File: src/rtl/if_fetch_stage.sv
// Instruction-fetch stage: owns the PC, fetches from instruction memory over a
// req/ready handshake and feeds PC+4, the instruction and the flush request to
// the IF/ID register. Covers hazard stalls, ID redirects, memory wait states
// and squashing of wrong-path fetches still outstanding at redirect time.
module if_fetch_stage #(
  parameter logic [31:0] RESET_PC = 32'h0000_0000,
  parameter logic [31:0] NOP_INST = 32'h0000_0000
) (
  input  logic        clk,
  input  logic        rst_n,
  input  logic        PCWrite,
  input  logic        branch_taken,
  input  logic [31:0] branch_target,
  input  logic        jump,
  input  logic [31:0] jump_target,
  output logic        imem_req,
  output logic [31:0] imem_addr,
  input  logic        imem_ready,
  input  logic [31:0] imem_rdata,
  output logic [31:0] PCp4_IF,
  output logic [31:0] inst_IF,
  output logic        fetch_valid,
  output logic        flush_IF
);

  typedef enum logic [1:0] {
    FETCH   = 2'd0,
    HOLD    = 2'd1,
    DISCARD = 2'd2
  } state_t;

  state_t      state_q, state_d;
  logic [31:0] pc_q, pc_d;
  logic [31:0] redirect_pc_q, redirect_pc_d;
  logic [31:0] inst_buf_q, inst_buf_d;

  logic        redirect;
  logic [31:0] target;
  logic [31:0] pc_plus4;

  // Redirect decode: jump wins over branch, targets are forced word-aligned.
  always_comb begin
    redirect = jump | branch_taken;
    target   = jump ? {jump_target[31:2], 2'b00} : {branch_target[31:2], 2'b00};
    pc_plus4 = pc_q + 32'd4;
  end

  // Next-state and output logic; reset forces the handshake and outputs idle.
  always_comb begin
    state_d       = state_q;
    pc_d          = pc_q;
    redirect_pc_d = redirect_pc_q;
    inst_buf_d    = inst_buf_q;
    imem_req      = 1'b0;
    inst_IF       = NOP_INST;
    fetch_valid   = 1'b0;

    unique case (state_q)
      FETCH: begin
        imem_req = 1'b1;
        if (redirect) begin
          // The fetch in flight is on the wrong path: drop it now or later.
          if (imem_ready) begin
            pc_d = target;
          end else begin
            redirect_pc_d = target;
            state_d       = DISCARD;
          end
        end else if (imem_ready) begin
          inst_IF     = imem_rdata;
          fetch_valid = 1'b1;
          if (PCWrite) begin
            pc_d = pc_plus4;
          end else begin
            // Stalled: keep the word so it can be re-presented without refetch.
            inst_buf_d = imem_rdata;
            state_d    = HOLD;
          end
        end
      end
      HOLD: begin
        inst_IF     = inst_buf_q;
        fetch_valid = 1'b1;
        if (redirect) begin
          pc_d    = target;
          state_d = FETCH;
        end else if (PCWrite) begin
          pc_d    = pc_plus4;
          state_d = FETCH;
        end
      end
      DISCARD: begin
        // Keep the abandoned request alive until memory completes it.
        imem_req = 1'b1;
        if (redirect) begin
          redirect_pc_d = target;
        end
        if (imem_ready) begin
          pc_d    = redirect ? target : redirect_pc_q;
          state_d = FETCH;
        end
      end
      default: begin
        state_d = FETCH;
      end
    endcase

    if (!rst_n) begin
      imem_req    = 1'b0;
      inst_IF     = NOP_INST;
      fetch_valid = 1'b0;
    end
  end

  // Output wiring: address and PC+4 always track the PC register.
  always_comb begin
    imem_addr = pc_q;
    PCp4_IF   = pc_plus4;
    flush_IF  = redirect & rst_n;
  end

  // State and PC registers with asynchronous active-low reset.
  always_ff @(posedge clk or negedge rst_n) begin
    if (!rst_n) begin
      state_q       <= FETCH;
      pc_q          <= RESET_PC;
      redirect_pc_q <= 32'h0000_0000;
      inst_buf_q    <= 32'h0000_0000;
    end else begin
      state_q       <= state_d;
      pc_q          <= pc_d;
      redirect_pc_q <= redirect_pc_d;
      inst_buf_q    <= inst_buf_d;
    end
  end

endmodule

File: config.mk
export PLATFORM = sky130hd
export DESIGN_NAME = if_fetch_stage
export DESIGN_NICKNAME = d
export VERILOG_FILES = /design/src/rtl/if_fetch_stage.sv
export SDC_FILE = /design/constraint.sdc
export NUM_CORES = 1
export LEC_CHECK = 0
export BUFFER_PORTS_ARGS = -buffer_cell sky130_fd_sc_hd__buf_2
export CELL_PAD_IN_SITES_DETAIL_PLACEMENT = 1
export CELL_PAD_IN_SITES_GLOBAL_PLACEMENT = 2
export CORE_MARGIN = 2
export CORE_UTILIZATION = 30
export DETAILED_ROUTE_END_ITERATION = 6
export HOLD_SLACK_MARGIN = 0.08
export PLACE_DENSITY_LB_ADDON = 0.12
export SLEW_MARGIN = 20
export SYNTH_ARGS = -nofsm -noshare
export SYNTH_HDL_FRONTEND = slang
export SYNTH_SLANG_ARGS = --single-unit
export TNS_END_PERCENT = 50
File: constraint.sdc
create_clock -name clk -period 2.4 [get_ports clk]
set_clock_uncertainty 0.15 [all_clocks]
set_input_delay 0.12 -clock clk [delete_from_list [all_inputs] [get_ports clk]]
set_output_delay 0.12 -clock clk [all_outputs]
set_load 0.005 [all_outputs]
Word-level counts from Yosys, hierarchy flattened
Cells that the tools add are included.
{"block": "totals", "ff_bits": 98, "latch_bits": 0, "ramBits": 0, "mem_bits_ro": 0, "input_bits": 102, "out_inout_bits": 99, "wordCells": 57, "n_memories": 0}
{"block": "classes", "addsub": 1, "mul": 0, "div_mod_pow": 0, "n_lt_le_gt_ge": 0, "n_eq_ne": 10, "shift": 0, "n_mux": 30, "n_bitwise": 4, "n_reduce_logical": 8}
{"operator": "$mux 32", "n": 13}
{"operator": "$pmux 32 s2", "n": 2}
{"operator": "$pmux 32 s3", "n": 1}
{"operator": "$add 32x3->32 const B", "n": 1}
{"operator": "$mux 2", "n": 7}
{"operator": "$ne 3x3->1 const B", "n": 4}
{"operator": "$ne 2x2->1 const B", "n": 4}
{"operator": "$pmux 2 s3", "n": 1}
{"operator": "$reduce_and 3->1", "n": 2}
{"operator": "$mux 1", "n": 5}
{"operator": "$reduce_and 5->1", "n": 1}
{"operator": "$reduce_and 4->1", "n": 1}
{"operator": "$reduce_bool 3->1", "n": 1}
{"operator": "$eq 2x1->1 const B", "n": 1}
{"operator": "$eq 2x2->1 const B", "n": 1}
{"operator": "$logic_not 2->1", "n": 1}
{"operator": "$not 1->1", "n": 2}
{"operator": "$pmux 1 s2", "n": 1}
{"operator": "$reduce_bool 2->1", "n": 1}
{"operator": "$reduce_or 2->1", "n": 1}
{"operator": "$and 1x1->1", "n": 1}
{"operator": "$or 1x1->1", "n": 1}

Depth between registers and ports, before layout
Gate-level depths: netlist (run 1).
{"block": "depth", "ltp_word": 5, "ltp_mapped": 9}

Worst setup path before layout (run 1)
OpenSTA, ideal clock, no wires.
{"block": "synth_path", "path_type": "flip-flop to flip-flop", "start": "register pc_q[4] (netlist: imem_addr[4])", "end": "register pc_q[11] (netlist: imem_addr[11])", "setup_ps": 124, "arrival_time_ps": 1739, "slack_ps": 387, "stages_incl_launch_ff": 6, "n_path_buf": 0, "synth_period_minus_slack_ps": 2013, "path_cell_list": "dfrtp_1 > nand3_4 > or4_1 > xnor2_1 > o21a_1 > a211o_1"}
{"block": "synth_between", "elab_chain_cells": 5, "elab_cells_between_ends": 6}
{"item": "start: declaration", "line": "33", "source": "logic [31:0] pc_q, pc_d;"}
{"item": "start signal: assignment", "line": "131", "source": "pc_q <= pc_d;"}
{"item": "$add 32x3->32 *", "line": "45", "source": "pc_plus4 = pc_q + 32'd4;"}
{"item": "named net PCp4_IF[11]", "line": "20", "source": "output logic [31:0] PCp4_IF,"}
{"item": "$mux 32 *", "line": "72, 87"}
{"item": "$mux 32", "line": "69", "source": "end else if (imem_ready) begin"}
{"item": "$mux 32", "line": "61", "source": "if (redirect) begin"}
{"item": "$pmux 32 s3 *", "line": "58", "source": "unique case (state_q)"}
Mark *: on every way through the listed nets, which the timed path passes. The rest lies on a longest branch. The select of a mux whose other input is x is not followed.
A chain may end at the register's enable or synchronous reset.

Final worst setup path (run 1)
{"block": "layout_path", "start": "register pc_q[6] (netlist: imem_addr[6])", "end": "output port PCp4_IF[31]"}
{"block": "layout_between", "elab_chain_cells": 1}
{"item": "$add 32x3->32", "line": "45"}
{"item": "end: declaration", "line": "20"}
Every way passes these cells.

==> results of run 1 <==
-- cell usage after synthesis (3+ instances only) --
library cell	count	area share, %
nor3_1	12	0.96
nand3_1	19	1.5
nand4_1	10	1.0
a211o_1	3	0.42
inv_1	16	0.96
clkbuf_1	29	1.7
a31oi_1	11	1.1
xnor2_1	22	3.1
o31ai_1	5	0.60
o311ai_0	3	0.42
nand2b_1	10	1.0
o22ai_1	6	0.60
nor2_1	100	6.0
o22a_1	6	0.84
a221oi_1	10	1.4
a2bb2oi_1	4	0.56
mux2i_1	23	3.7
and3_1	6	0.60
mux2_2	45	8.1
a41oi_1	6	0.84
or3_1	3	0.30
xor2_1	5	0.70
nor2b_1	12	1.2
nand2_1	46	2.8
buf_1	3	0.18
a22oi_1	32	3.8
a21oi_1	56	4.5
buf_2	23	1.8
o21ai_0	22	1.8
dfrtp_1	98	39
nor4_1	4	0.40
o2111ai_1	6	0.84
-- logic make-up after synthesis --
kind of cell / count (synthesis) / share of synthesized area (%)
flops: 98 / 39.3
mux: 68 / 11.8
buf+inv: 74 / 5.15
compound gates: 189 / 20.5
fa+ha+maj: 1 / 0.200
xor+xnor: 27 / 3.79
simple gates: 244 / 19.2
-- sequential cells by signal, indices dropped and copies added, names as in the netlist --
signal,flops
redirect_pc_q,32
state_q,2
imem_addr,32
inst_buf_q,32
-- worst min-delay path: stages --
cell and delay (ns):
buf_2 0.09, a21oi_1 0.07, a31oi_1 0.14, o22a_1 0.13
-- how the worst max path moves through the flow --
stage	from	endpoint	cells after the start
floorplan	imem_addr[4]	imem_addr[11]	5
global placement	imem_addr[3]	PCp4_IF[31]	6
detailed placement	imem_addr[3]	PCp4_IF[31]	6
CTS	imem_addr[3]	PCp4_IF[30]	7
global route	imem_addr[6]	PCp4_IF[31]	6
finish	imem_addr[6]	PCp4_IF[31]	6
-- layout make-up --
type / count / area [µm²]
fill: 2406 / 11100
multi-input combinational: 529 / 3570
timing repair buffer: 355 / 2500
sequential: 98 / 2470
tap: 270 / 338
clock buffer: 9 / 225
inverter: 16 / 60.1
clock inverter: 7 / 58.8
-- per-stage QoR --
stage	power, mW	setup WS [ns]	hold WS (ns)
2_1_floorplan	2.99	0.387	-0.326
3_3_place_gp	3.60	0.243	-0.165
3_5_place_dp	3.67	0.148	-0.166
4_1_cts	5.33	0.0000970	0.0822
5_1_grt	5.67	-0.0502	0.0868
6_report	5.32	0.0426	0.0767
-- power breakdown --
part / internal [mW] / total, mW / switching (mW)
Combinational: 0.834 / 1.61 / 0.779
Clock: 0.725 / 1.47 / 0.743
Sequential: 1.96 / 2.24 / 0.279
-- timing repair --
item	CTS	global route
pin swaps	2	8
hold buffers	109	0
setup endpoints to repair	16	49
buffers inserted	2	7
hold endpoints to repair	176	0
gates resized for setup	10	20
-- layer usage --
metal,GRT usage [%],part of all wire [%],routed length (µm)
met1,29.3,44,10500
met2,38.5,50,12100
met3,3.07,5.0,1190
met4,5.14,0.59,142
met5,0,0,0
==> flow_metrics.env, run 1 <==
export IMPL_avgRoutedWirePerCell_um=18.6
export IMPL_port_buffers=196
export IMPL_vdd_ir_drop_worst_v=0.000370
export IMPL_die_w_um=148
export IMPL_insertion_delay_ns=0.36
export IMPL_postSynth_asyncResetShare_pct=100
export IMPL_final_hold_viol_count=0
export IMPL_status="complete, no violations"
export IMPL_synth_nets=804
export IMPL_cts_made_buffers=9
export IMPL_rrSetupSlack_ns=0.18
export IMPL_final_max_slew_viol_count=0
export IMPL_cp_buffers_inverters=1
export IMPL_die_y_um=148
export IMPL_final_cell_mix="buf_2, dlygate4sd3_1, nor2_1, dfrtp_1, a21oi_1"
export IMPL_antenna_left=0
export IMPL_vias_per_cell=5.22
export IMPL_fin_cells=1284
export IMPL_final_common_cell="buf_2"
export IMPL_cts_buffer_depth=2
export IMPL_grtUsageTotal_pct=22.2
export IMPL_hold_path_end="imem_addr[24]"
export IMPL_core_area_mm2=0.0203
export IMPL_cp_top_family="simple AND/OR/NAND/NOR gates"
export IMPL_cap_violations=0
export IMPL_gp_congestion=0.796
export IMPL_rsz0062_at_grt="true"
export IMPL_area_growth_synth_to_final_pct=47.7
export IMPL_crit_slowest_cell="dfrtp_2"
export IMPL_timing_final_crit_share_pct=98.2
export IMPL_required_ns=2.13
export IMPL_max_stage_delay_ns=0.42
export IMPL_post_route_util_pct=45.4
export IMPL_dieArea_mm2=0.0220
export IMPL_drc=0
export IMPL_layout_nets=1112
export IMPL_vias=6699
export IMPL_antenna_cells=0
export IMPL_syn_area_mm2=0.00624
export IMPL_synthCells=701
export IMPL_slew_headroom_pct=44.3
export IMPL_reg2reg_from="state_q[1]"
export IMPL_power_density_mw_per_mm2=578
export IMPL_dp_cells=1150
export IMPL_drtIter0Drc=267
export IMPL_h_tree_depth=3
export IMPL_routed_wl_um=23900
export IMPL_yosys_warnings=0
export IMPL_reg2regPathDepth=7
export IMPL_place_area_mm2=0.00768
export IMPL_hp_class="input pin to flop"
export IMPL_rr_endpoint="redirect_pc_q[21]"
export IMPL_grt_max_degree=92
export IMPL_ios=201
export IMPL_setup_tns_final_ns=0
export IMPL_worst_pin_slew_ns=0.834
export IMPL_worstSetupPathType="flop to primary output"
export IMPL_clock_sinks=98
export IMPL_drive_gt1_share_pct=34.3
export IMPL_firstDrtPassIters=4
export IMPL_cp_arrival_ns=2.09
export IMPL_cts_root_buffer="clkbuf_16"
export IMPL_hpwl_um=16500
export IMPL_synth_ff_type="dfrtp_1"
export IMPL_first_global_vias=7188
export IMPL_start_util_pct=30.7
export IMPL_synth_edf_count=0
export IMPL_yosysUniqueCellTypes=67
export IMPL_grt_pass1_wl_um=38800
export IMPL_syn_area_per_cell_um2=8.90
export IMPL_holdCritStartpoint="jump_target[24]"
export IMPL_fmax_mhz=424
export IMPL_row_count=52
export IMPL_cp_end_kind="primary output"
export IMPL_report_final_setup_viol=0
export IMPL_leakage_nw=4.12
export IMPL_synth_seq_cells=98
export IMPL_cts_tree="built"
export IMPL_finalInstanceArea_mm2=0.00922
export IMPL_critPathMaxFanout=8
export IMPL_path_cells="nand3_4, nor4_4, nand4_1, nor2_2, xor2_1, buf_2"
export IMPL_ys_seq_area_share_pct=39.3
export IMPL_grt_ovfl_total=0
export IMPL_antenna_found_initial=0
export IMPL_period_needed_ns=2.36
export IMPL_min_path_cells=4
export IMPL_startpoint_type="flop"
export IMPL_clkSlewWorstSetupHoldPaths_ns=0.08
Note: power is estimated with default switching activity, not from simulation.
==> run 2: changes to the inputs <==
Settings changed: CORE_UTILIZATION 30 to 31, CTS_BUF_LIST from default to sky130_fd_sc_hd__clkbuf_8.
==> run 2 against run 1 <==
Count of clock-buffer cells in the layout did not move. Via count grew 1.8%. Worst setup slack improved by 0.029 ns. Register-to-register slack is essentially flat. Final cell count is 0.55% higher. Critical path depth unchanged. Global-route usage grew 0.54 points. Combinational power is 4% higher. Hold slack better by 0.024 ns. Cell area rose by 0.67%. Non-clock buffer count increased by 12. Total power decreased by 3.5%. Largest power group unchanged.
==> flow_metrics.env, run 2 (same netlist as run 1, synthesis figures left out) <==
export IMPL_cp_top_family="simple AND/OR/NAND/NOR gates"
export IMPL_period_needed_ns=2.33
export IMPL_seq_area_mm2=0.00247
export IMPL_row_count=51
export IMPL_insertion_delay_ns=0.39
export IMPL_firstDrtPassIters=5
export IMPL_hold_path_end="imem_addr[9]"
export IMPL_avgRoutedWirePerCell_um=19.2
export IMPL_worst_pin_slew_ns=0.811
export IMPL_die_w_um=146
export IMPL_first_global_vias=7361
export IMPL_reg2reg_from="state_q[1]"
export IMPL_fin_ws_ns=0.0721
export IMPL_rsz0062_at_grt="true"
export IMPL_crit_slowest_cell="dfrtp_2"
export IMPL_start_util_pct=31.9
export IMPL_cts_tree="built"
export IMPL_cp_end_kind="primary output"
export IMPL_final_fill_count=2366
export IMPL_cp_buffers_inverters=2
export IMPL_dp_cells=1143
export IMPL_rrSetupSlack_ns=0.17
export IMPL_slew_headroom_pct=45.9
export IMPL_min_path_cells=4
export IMPL_grtUsageTotal_pct=22.7
export IMPL_reg2regPathDepth=6
export IMPL_area_growth_synth_to_final_pct=48.6
export IMPL_leakage_nw=4.17
export IMPL_vias_per_cell=5.28
export IMPL_port_buffers=196
export IMPL_grt_ovfl_total=0
export IMPL_h_tree_depth=3
export IMPL_max_stage_delay_ns=0.45
export IMPL_core_area_mm2=0.0196
export IMPL_cts_root_buffer="clkbuf_8"
export IMPL_antenna_found_initial=0
export IMPL_holdCritStartpoint="jump_target[9]"
export IMPL_ios=201
export IMPL_finalInstanceArea_mm2=0.00928
export IMPL_multi_input_area_mm2=0.00358
export IMPL_clock_sinks=98
export IMPL_final_common_cell="buf_2"
export IMPL_required_ns=2.13
export IMPL_dp_slack_ns=0.0980
export IMPL_final_max_slew_viol_count=0
export IMPL_final_cell_mix="buf_2, dlygate4sd3_1, nor2_1, dfrtp_1, buf_4"
export IMPL_fin_cells=1291
export IMPL_routed_top_layer="met4"
export IMPL_drive_gt1_share_pct=35.6
export IMPL_layout_nets=1124
export IMPL_clkSlewWorstSetupHoldPaths_ns=0.11
export IMPL_antenna_left=0
export IMPL_wl_met2_um=12500
export IMPL_die_y_um=146
export IMPL_dieArea_mm2=0.0213
export IMPL_final_hold_viol_count=0
export IMPL_gp_congestion=0.798
export IMPL_cp_arrival_ns=2.06
export IMPL_cts_buffer_depth=2
export IMPL_fmax_mhz=430
export IMPL_rr_endpoint="imem_addr[23]"
export IMPL_drtIter0Drc=308
export IMPL_whs_ns=0.101
export IMPL_routed_wl_um=24800
export IMPL_timing_final_crit_share_pct=97.0
export IMPL_grt_pass1_wl_um=39000
export IMPL_critPathMaxFanout=8
export IMPL_report_final_setup_viol=0
export IMPL_cts_made_buffers=9
export IMPL_cap_violations=0
export IMPL_path_cells="nand3_4, nor4_4, buf_4, nand4_1, xnor2_1, buf_2"
export IMPL_worstSetupPathType="flop to primary output"
export IMPL_drt_met1_wl_um=10800
export IMPL_drc=0
export IMPL_cp_startpoint="imem_addr[4]"
export IMPL_wl_met3_um=1050
export IMPL_hpwl_um=16700
export IMPL_vdd_ir_drop_worst_v=0.000322
export IMPL_vias=6818
export IMPL_grt_max_degree=51
export IMPL_startpoint_type="flop"
export IMPL_hp_class="input pin to flop"
export IMPL_power_density_mw_per_mm2=554
export IMPL_antenna_cells=0
export IMPL_status="complete, no violations"
export IMPL_place_area_mm2=0.00767
export IMPL_power_mw=5.14
[run 2: changes by cell type in the layout (fill, tap and decap cells not counted), moves of 2 or more]
cell       before  now
buf_12          3    5
buf_4          46   57
clkbuf_16       9    1
clkbuf_8        0    9
dfrtp_1        85   83
dfrtp_2        13   15
inv_8           1    3
nor2_1         99   97
nor2_2          1    3
[run 2: area by class of cell]
type	instances	area share, %
flip-flops and latches	98	26.6
repair buffers	367	28.3
clock inverters	7	0.971
clock buffers	9	1.34
multi-input cells	529	38.6
inverters	16	0.647
well taps	265	3.57
[run 2: worst reg2reg max path, stage by stage (launching register included)]
cell and delay, ns:
dfrtp_2 0.46, buf_4 0.16, nand2_1 0.19, o2111ai_1 0.45
a21oi_1 0.34, nand2_1 0.10, o221a_2 0.27
[run 2: where the power goes]
part | switching [mW] | internal (mW) | total (mW)
combinational | 0.811 | 0.859 | 1.67
sequential | 0.274 | 1.96 | 2.24
clock | 0.712 | 0.515 | 1.23
total | 1.80 | 3.34 | 5.14
[run 2: repair_timing]
action | 4_1_cts | 5_1_grt
cloned | 0 | 1
hold endpoints to repair | 185 | 0
hold buffers | 108 | 0
pin swaps | 4 | 7
setup buffers | 6 | 17
gates resized for setup | 21 | 14
endpoints found under the setup margin | 51 | 46
[run 2: metal layers]
layer  global-route usage, %  vias to the layer above
met5                       0                        -
met4                    6.57                        0
met3                    3.29                       28
met1                    28.9                     3416
li1                        -                     3191
met2                    40.0                      183
[run 2: worst max path at each step]
stage               endpoint  cells past startpoint  slack (ns)
2_1_floorplan  imem_addr[11]                      5        0.39
3_3_place_gp     PCp4_IF[31]                      6        0.19
3_5_place_dp   imem_addr[26]                      7         0.1
4_1_cts          PCp4_IF[30]                      6       0.007
5_1_grt          PCp4_IF[30]                      6       -0.05
6_report         PCp4_IF[30]                      6        0.07
[run 2: through the flow]
step / setup TNS (ns) / util [%]
2_1_floorplan: 0 / -
3_3_place_gp: 0 / 39.2
3_5_place_dp: 0 / 39.2
4_1_cts: 0 / 46.4
5_1_grt: -0.146 / 47.4
6_report: 0 / 47.4
